==> src/rtl/instr_prefetch_if.sv <==
// Memory-read and instruction-FIFO-write signals of the instruction prefetcher.
// master = prefetcher side, slave = memory/FIFO side.
interface instr_prefetch_if #(
  parameter int unsigned DATA_WIDTH = 8,
  parameter int unsigned ADDR_WIDTH = 16
);
  logic                  mem_req;
  logic [ADDR_WIDTH-1:0] mem_addr;
  logic                  mem_ack;
  logic [DATA_WIDTH-1:0] mem_rdata;
  logic                  fifo_full;
  logic                  fifo_wr;
  logic [DATA_WIDTH-1:0] fifo_din;

  modport master (
    output mem_req, mem_addr, fifo_wr, fifo_din,
    input  mem_ack, mem_rdata, fifo_full
  );

  modport slave (
    input  mem_req, mem_addr, fifo_wr, fifo_din,
    output mem_ack, mem_rdata, fifo_full
  );
endinterface

==> src/rtl/instr_prefetch.sv <==
// Instruction prefetcher: fetches sequential words from memory into an instruction
// FIFO, one outstanding request at a time, with redirect (branch/jump) support.
module instr_prefetch #(
  parameter int unsigned           DATA_WIDTH = 8,
  parameter int unsigned           ADDR_WIDTH = 16,
  parameter logic [ADDR_WIDTH-1:0] RESET_PC   = '0
) (
  input  logic                  clk,
  input  logic                  rst,
  input  logic                  enable,
  input  logic                  redirect,
  input  logic [ADDR_WIDTH-1:0] redirect_pc,
  instr_prefetch_if.master      bus,
  output logic [ADDR_WIDTH-1:0] fetch_pc,
  output logic                  busy
);

  typedef enum logic [1:0] {
    IDLE = 2'd0,
    REQ  = 2'd1,
    PUSH = 2'd2
  } state_t;

  state_t                state, state_nxt;
  logic [ADDR_WIDTH-1:0] pc, pc_nxt;
  logic [ADDR_WIDTH-1:0] req_addr, req_addr_nxt;
  logic [DATA_WIDTH-1:0] hold_data, hold_nxt;
  logic                  discard, discard_nxt;
  logic [ADDR_WIDTH-1:0] pc_inc;

  logic                  mem_req_c;
  logic [ADDR_WIDTH-1:0] mem_addr_c;
  logic                  fifo_wr_c;
  logic [DATA_WIDTH-1:0] fifo_din_c;

  assign pc_inc = pc + ADDR_WIDTH'(1);

  always_ff @(posedge clk or negedge rst) begin
    if (!rst) begin
      state     <= IDLE;
      pc        <= RESET_PC;
      req_addr  <= RESET_PC;
      hold_data <= '0;
      discard   <= 1'b0;
    end else begin
      state     <= state_nxt;
      pc        <= pc_nxt;
      req_addr  <= req_addr_nxt;
      hold_data <= hold_nxt;
      discard   <= discard_nxt;
    end
  end

  // A redirect while a request is outstanding moves pc immediately, so the
  // in-flight address is parked in req_addr to keep mem_addr stable until ack.
  always_comb begin
    state_nxt    = state;
    pc_nxt       = pc;
    req_addr_nxt = req_addr;
    hold_nxt     = hold_data;
    discard_nxt  = discard;
    mem_req_c    = 1'b0;
    mem_addr_c   = pc;
    fifo_wr_c    = 1'b0;
    fifo_din_c   = '0;

    case (state)
      IDLE: begin
        if (redirect) begin
          pc_nxt = redirect_pc;
        end else if (enable && !bus.fifo_full) begin
          state_nxt = REQ;
        end
      end

      REQ: begin
        mem_req_c  = 1'b1;
        mem_addr_c = discard ? req_addr : pc;
        if (bus.mem_ack) begin
          if (redirect) begin
            pc_nxt      = redirect_pc;
            discard_nxt = 1'b0;
          end else if (discard) begin
            discard_nxt = 1'b0;
          end else begin
            hold_nxt  = bus.mem_rdata;
            state_nxt = PUSH;
          end
        end else if (redirect) begin
          pc_nxt = redirect_pc;
          if (!discard) begin
            discard_nxt  = 1'b1;
            req_addr_nxt = pc;
          end
        end
      end

      PUSH: begin
        if (redirect) begin
          pc_nxt    = redirect_pc;
          hold_nxt  = '0;
          state_nxt = REQ;
        end else if (!bus.fifo_full) begin
          fifo_wr_c  = 1'b1;
          fifo_din_c = hold_data;
          pc_nxt     = pc_inc;
          state_nxt  = enable ? REQ : IDLE;
        end
      end

      default: state_nxt = IDLE;
    endcase
  end

  assign bus.mem_req  = mem_req_c;
  assign bus.mem_addr = mem_addr_c;
  assign bus.fifo_wr  = fifo_wr_c;
  assign bus.fifo_din = fifo_din_c;
  assign fetch_pc     = pc;
  assign busy         = (state != IDLE);

endmodule
==> src/flat_wrapper.sv <==
// flat-port wrapper written by rule: the top's interface ports become plain ports
module instr_prefetch_flat 
#(
  parameter int unsigned           DATA_WIDTH = 8,
  parameter int unsigned           ADDR_WIDTH = 16,
  parameter logic [ADDR_WIDTH-1:0] RESET_PC   = '0
)
  (clk, rst, enable, redirect, redirect_pc, fetch_pc, busy, bus_mem_req, bus_mem_addr, bus_fifo_wr, bus_fifo_din, bus_mem_ack, bus_mem_rdata, bus_fifo_full);
  instr_prefetch_if #(.DATA_WIDTH(DATA_WIDTH), .ADDR_WIDTH(ADDR_WIDTH)) bus_i ();
  input  logic clk;
  input  logic rst;
  input  logic enable;
  input  logic redirect;
  input  logic [ADDR_WIDTH-1:0] redirect_pc;
  output logic [ADDR_WIDTH-1:0] fetch_pc;
  output logic busy;
  output wire logic [$bits(bus_i.mem_req)-1:0] bus_mem_req;
  output wire logic [$bits(bus_i.mem_addr)-1:0] bus_mem_addr;
  output wire logic [$bits(bus_i.fifo_wr)-1:0] bus_fifo_wr;
  output wire logic [$bits(bus_i.fifo_din)-1:0] bus_fifo_din;
  input wire logic [$bits(bus_i.mem_ack)-1:0] bus_mem_ack;
  input wire logic [$bits(bus_i.mem_rdata)-1:0] bus_mem_rdata;
  input wire logic [$bits(bus_i.fifo_full)-1:0] bus_fifo_full;
  assign bus_mem_req = bus_i.mem_req;
  assign bus_mem_addr = bus_i.mem_addr;
  assign bus_fifo_wr = bus_i.fifo_wr;
  assign bus_fifo_din = bus_i.fifo_din;
  assign bus_i.mem_ack = bus_mem_ack;
  assign bus_i.mem_rdata = bus_mem_rdata;
  assign bus_i.fifo_full = bus_fifo_full;
  instr_prefetch #(.DATA_WIDTH(DATA_WIDTH), .ADDR_WIDTH(ADDR_WIDTH), .RESET_PC(RESET_PC)) u_core (.clk(clk), .rst(rst), .enable(enable), .redirect(redirect), .redirect_pc(redirect_pc), .bus(bus_i), .fetch_pc(fetch_pc), .busy(busy));
endmodule
==> config.mk <==
export PLATFORM = sky130hd
export DESIGN_NAME = instr_prefetch_flat
export DESIGN_NICKNAME = d
export VERILOG_FILES = /design/src/rtl/instr_prefetch_if.sv /design/src/rtl/instr_prefetch.sv /design/src/flat_wrapper.sv
export SDC_FILE = /design/constraint.sdc
export NUM_CORES = 1
export LEC_CHECK = 0
export CORE_MARGIN = 3
export CORE_UTILIZATION = 30
export DETAILED_ROUTE_END_ITERATION = 16
export PLACE_DENSITY = 0.62
export SETUP_SLACK_MARGIN = 0.02
export SYNTH_ARGS = -nofsm -noshare
export SYNTH_HDL_FRONTEND = slang
export SYNTH_SLANG_ARGS = --single-unit
==> constraint.sdc <==
create_clock -name clk -period 2.1 [get_ports clk]
set_input_delay 0.315 -clock clk [delete_from_list [all_inputs] [get_ports clk]]
set_output_delay 0.315 -clock clk [all_outputs]
set_load 0.01 [all_outputs]
==> impl_metrics.yaml, run 1 <==
status:
  outcome: "completed"
synth:
  synth_top_area_cell: "dfrtp_1"
  yosysSeqAreaShare_pct: 43.6
  synth_edf_count: 0
  syn_area_sq_um: 2470
  ys_warn_count: 0
  ys.flop_type: "dfrtp_1"
  avgSynthCellArea_sq_um: 9.72
  synthCells: 254
  syn-num-nets: 285
  yosys_register_bits: 43
  async_flop_share_pct: 100
  yosys.area.top_type_share_pct: 43.6
  synth.area.top_cells: "dfrtp_1 44%, mux2_2 13%, mux2i_1 4.5%"
  synth_cell_types: 50
layout:
  multi_input_area_sq_um: 1260
  area_growth_pct: 43.2
  register_area_sq_um: 1080
  fillers: 818
  antenna_cells: 0
  layout_commonest_cell: "clkdlybuf4s50_1"
  fin_nets: 368
  layout_common_cells: "45 x clkdlybuf4s50_1, 43 x dfrtp_1, 29 x mux2_2, 24 x nand2_1, 19 x a21oi_1"
  drive_above_1_share_pct: 22.5
sta:
  hold_viol: 0
  holdWs_ns: 0.485
  fin_ws_ns: 0.0755
  period_share_pct: 96.4
  worst_pin_slew_ns: 0.604
  setup_viol: 0
  rsz0062_at_grt: "no"
  fin_crit_ns: 2.02
  max_freq_mhz: 494
  slew_headroom_pct: 59.7
  slew_viol_final: 0
  clock_skew_ns: 0.00681
floorplanning:
  dieArea_sq_um: 9350
  initial_core_util_pct: 31.5
  io_pins: 73
  core_sq_um: 7850
  die_y_um: 96.7
  fp.dieW_um: 96.7
  rows: 32
route:
  wl_per_cell_um: 15.1
  finalWirelength_mm: 6.65
  num_vias: 2182
  drc: 0
  drtIter0Drc: 83
  via_per_inst: 4.96
  ant_nets: 0
  dr.pass1.iters: 4
worst_setup_path:
  cp_common_cell: "buf_4"
  cp_top_family: "buffers and inverters"
  slowest_delay_ns: 0.42
  cp_max_fo: 8
  crit_chain: "buf_4 -> buf_4 -> buf_4 -> or2_2 -> dlygate4sd2_1"
  cp-end-kind: "primary output"
  cp.arrival_ns: 1.71
  crit_required_ns: 1.78
  path_buf_inv: 4
  crit_type: "register to primary output"
  critPathLaunchType: "register"
  slowest_stage: "dfrtp_1"
pwr:
  power_mw: 4.08
  ir_drop_mv: 0.515
  power.leakage_nw: 1.57
  powerDensity_nw_per_um2: 1150
clock_network:
  cts_buffer_depth: 2
  cts_tree: "done"
  insertion_delay_ns: 0.30
  h-tree-depth: 2
  clk_pin_slew_ns: 0.09
  cts.sinks: 43
  cts_root_buf: "clkbuf_8"
  cts_buffers: 5
global_routing:
  overflow: 0
  grt_pass1_wl_mm: 10.7
  grt_usage_pct: 13.9
  grt_max_degree: 29
  grt_pass1_vias: 2062
  antenna_found_initial: 0
job:
  maxCapViolCount: 0
place:
  dp_slack_ns: -0.174
  numPortBuffers: 72
  gp_congestion: 0.792
  hpwl_mm: 4.52
min_path:
  hold_class: "register to register"
-- final cells by class --
type                            count  area share, %
Sequential cell                    43           30.4
Inverter                           11           1.17
Multi-Input combinational cell    182           35.8
Timing Repair Buffer               94           25.7
Clock inverter                      2          0.991
Tap cell                          102           3.61
Clock buffer                        6           2.34
-- layer usage --
metal	vias up	global-route usage, %	part of all wire (%)
met5	-	0	0
met2	86	21.5	45
met1	1006	18.7	45
met4	0	4.00	1.4
li1	1082	-	-
met3	8	4.47	8.3
-- stage by stage --
stage | setup TNS (ns) | cells | instance area, sq um | util, %
CTS | 0 | 439 | 3560 | 45.3
floorplan | 0 | 254 | 2470 | -
finish | 0 | 440 | 3530 | 45.0
detailed placement | -1.12 | 427 | 3400 | 43.3
global placement | -0.892 | 427 | 3400 | 43.3
global route | 0 | 440 | 3530 | 45.0
-- sequential cells by signal, summed over array words and instances (netlist names) --
| register | count |
|---|---|
| u_core.hold_data | 8 |
| u_core.discard | 1 |
| u_core.req_addr | 16 |
| u_core.state | 2 |
| u_core.fetch_pc | 16 |
-- repair_timing --
item | CTS | global route
setup endpoints to repair | 25 | 5
buffers inserted | 2 | 1
gates cloned | 1 | 0
hold buffers | 1 | 0
endpoints found under the hold margin | 18 | 0
gates resized for setup | 50 | 5
pin swaps | 1 | 0
-- worst register-to-register path: stages, from the launching register on --
cell and delay [ns]:
dfrtp_1 0.42, buf_4 0.15, buf_4 0.12, buf_4 0.15
or4bb_1 0.18, nor2_1 0.05, a21oi_2 0.46, mux2i_1 0.27
-- cells in the mapped netlist (all sizes together), types with 2 or more instances --
cell and instances:
dfrtp 43, or3b 2, a21oi 20, buf 14, inv 11, nand2 25, nor3 13, mux2i 11
and3 2, a311oi 2, nor2 12, a211oi 4, nand4 4, and2 2, nor2b 3, o21ai 11
o21a 2, nor3b 3, or2 3, nand2b 2, clkbuf 4, nand3 7, o22ai 4, mux2 29
and4 2, o31ai 3, a2bb2oi 3
-- cells by family (layout without fill, tap and decap cells) --
group	Yosys count	count (layout)	synth area share [%]
adder cells (fa/ha/maj)	1	1	0.507
AND/OR/NAND/NOR	84	84	17.8
multiplexers	40	40	17.7
AO/OA/AOI/OAI	57	57	14.6
flip-flops	43	43	43.6
buffers and inverters	29	113	5.78
-- path summary, 6_finish.rpt --
check                                           end                from  cells past startpoint  slack, ns
max in group asynchronous       u_core.hold_data[3]                 rst                      3       1.10
worst min register to register   u_core.req_addr[8]  u_core.req_addr[8]                      2       0.48
worst min-delay path             u_core.req_addr[8]  u_core.req_addr[8]                      2       0.48
worst max-delay path                           busy     u_core.state[0]                      5       0.08
min in group asynchronous       u_core.req_addr[11]                 rst                      2       0.50
worst max register to register  u_core.hold_data[4]     u_core.state[0]                      7       0.23
-- report_power, final --
group          internal, mW  total, mW  switching (mW)
combinational          1.09       1.96           0.867
sequential             1.16       1.43           0.270
clock                 0.385      0.687           0.302
Note: power is estimated with default switching activity, not from simulation.
==> run 2: changes to the inputs <==
--- a/config.mk
+++ b/config.mk
@@ -5,10 +5,12 @@
 export SDC_FILE = /design/constraint.sdc
 export NUM_CORES = 1
 export LEC_CHECK = 0
+export CELL_PAD_IN_SITES_DETAIL_PLACEMENT = 1
+export CELL_PAD_IN_SITES_GLOBAL_PLACEMENT = 2
 export CORE_MARGIN = 3
-export CORE_UTILIZATION = 30
+export CORE_UTILIZATION = 28
 export DETAILED_ROUTE_END_ITERATION = 16
-export PLACE_DENSITY = 0.62
+export PLACE_DENSITY = 0.86
 export SETUP_SLACK_MARGIN = 0.02
 export SYNTH_ARGS = -nofsm -noshare
 export SYNTH_HDL_FRONTEND = slang
==> run 2 against run 1 <==
Effect of this change:
- the flow now finishes with violations (negative hold slack)
- clock skew is 0.00051 ns higher
- setup slack worse by 0.064 ns
- cell area is 2.0% lower
- critical path type unchanged
- combinational power hardly changed
- critical endpoint is now bus_fifo_din[7]
- flip-flop and latch count stayed put
==> impl_metrics.yaml, run 2 (synthesized netlist as in run 1, its figures left out) <==
status:
  outcome: "complete, but fails checks"
  violations: "negative hold slack"
route:
  drtIter0Drc: 52
  maxUsedRoutingLayer: "met4"
  dr.pass1.iters: 4
  wl_per_cell_um: 16.2
  met2WireLength_mm: 3.43
  num_vias: 2219
  via_per_inst: 5.01
  ant_nets: 0
  drc: 0
  dr_wl_met3_um: 421
  routedLengthMet1_mm: 3.29
  finalWirelength_mm: 7.19
place:
  numPortBuffers: 72
  dpl_cell_area_sq_um: 3400
  gp_congestion: 0.782
  place_inst: 430
  dp_slack_ns: -0.159
  hpwl_mm: 5.05
global_routing:
  grt_usage_pct: 14.7
  antenna_found_initial: 0
  grt_max_degree: 29
  grt_pass1_wl_mm: 11.8
  grt_pass1_vias: 2262
  overflow: 0
sta:
  period_share_pct: 99.5
  tns_ns: 0
  slew_headroom_pct: 60.3
  worst_pin_slew_ns: 0.596
  rsz0062_at_grt: "yes"
  max_freq_mhz: 479
  holdWs_ns: -0.00265
  hold_viol: 3
  slew_viol_final: 0
  setup_viol: 0
  fin_crit_ns: 2.09
  clock_skew_ns: 0.00732
  fin_ws_ns: 0.0112
job:
  maxCapViolCount: 0
worst_setup_path:
  cp.arrival_ns: 1.77
  critPathLaunchType: "register"
  reg2reg_to: "u_core.fetch_pc[8]"
  r2r_setup_slack_ns: 0.16
  cp_top_family: "simple AND/OR/NAND/NOR gates"
  cp-end-kind: "primary output"
  path_buf_inv: 2
  crit_required_ns: 1.78
  cp_max_fo: 10
  slowest_delay_ns: 0.44
  rr_startpoint: "u_core.state[0]"
  crit_chain: "buf_4 -> or3b_4 -> nor3_1 -> dlygate4sd2_1"
  slowest_stage: "or3b_4"
  rr_worst_depth: 7
  crit_type: "register to primary output"
layout:
  final_cell_area_sq_um: 3460
  antenna_cells: 0
  fin_nets: 368
  drive_above_1_share_pct: 26.6
  layout_commonest_cell: "clkdlybuf4s50_1"
  fillers: 965
  instances_no_fill: 443
  area_growth_pct: 40.3
  layout_common_cells: "45 x clkdlybuf4s50_1, 43 x dfrtp_1, 28 x mux2_2, 24 x nand2_1, 19 x a21oi_1"
clock_network:
  cts.sinks: 43
  cts_buffer_depth: 2
  h-tree-depth: 2
  insertion_delay_ns: 0.30
  clk_pin_slew_ns: 0.08
  hold_buffers: 0
  cts_root_buf: "clkbuf_8"
  cts_tree: "done"
  cts_buffers: 5
floorplanning:
  fp.dieW_um: 99.9
  rows: 33
  die_y_um: 99.9
  dieArea_sq_um: 9980
  core_sq_um: 8380
  initial_core_util_pct: 29.5
  io_pins: 73
pwr:
  power_mw: 3.96
  powerDensity_nw_per_um2: 1140
  ir_drop_mv: 0.422
  power.leakage_nw: 1.52
min_path:
  hold_class: "primary input to asynchronous set/reset pin"
[run 2: worst max path at each step]
| stage | from | to | slack (ns) | depth (start not counted) |
|---|---|---|---|---|
| 3_5_place_dp | redirect | bus_fifo_din[7] | -0.16 | 4 |
| 5_1_grt | u_core.state[0] | bus_fifo_din[7] | -0.05 | 4 |
| 6_report | u_core.state[0] | bus_fifo_din[7] | 0.01 | 4 |
| 4_1_cts | u_core.state[0] | bus_mem_addr[0] | -0.06 | 7 |
| 3_3_place_gp | redirect | bus_fifo_wr | -0.13 | 4 |
| 2_1_floorplan | u_core.state[0] | bus_fifo_din[0] | 0.30 | 5 |
[run 2: layout make-up]
cell class,count,area [sq um],share of cell area (%)
clock buffer,7,76.3,2.20
clock inverter,1,5.00,0.144
inverter,11,41.3,1.19
multi-input combinational,182,1270,36.7
sequential,43,1080,31.1
tap,105,131,3.79
timing repair buffer,94,863,24.9
[run 2: layer usage]
layer	GRT usage [%]	vias up
met5	0	-
li1	-	1081
met3	4.03	4
met2	24.2	55
met4	2.21	0
met1	19.7	1079
[run 2: power by group]
| group | switching [mW] | internal [mW] | total, mW |
|---|---|---|---|
| Sequential | 0.279 | 1.16 | 1.44 |
| Clock | 0.296 | 0.234 | 0.530 |
| Combinational | 0.885 | 1.11 | 1.99 |
| Total | 1.46 | 2.50 | 3.96 |
[run 2: what timing repair did]
item,CTS,global route
buffers inserted,3,2
cloned,1,0
pin swaps,1,0
resized for setup,68,30
endpoints found under the setup margin,25,4
[run 2: worst register-to-register path, stage by stage (launching register included)]
cell	delay (ns)
dfrtp_1	0.41
buf_4	0.15
or3b_4	0.44
buf_4	0.21
nor3_1	0.26
buf_4	0.16
a21oi_1	0.06
a2bb2oi_1	0.14
[run 2: stage by stage]
stage	hold WS, ns	utilization, %
4_1_cts	0.00755	42.1
5_1_grt	0.0252	41.3
3_5_place_dp	0.337	40.6
2_1_floorplan	0.0194	-
6_report	-0.00265	41.3
3_3_place_gp	0.330	40.6
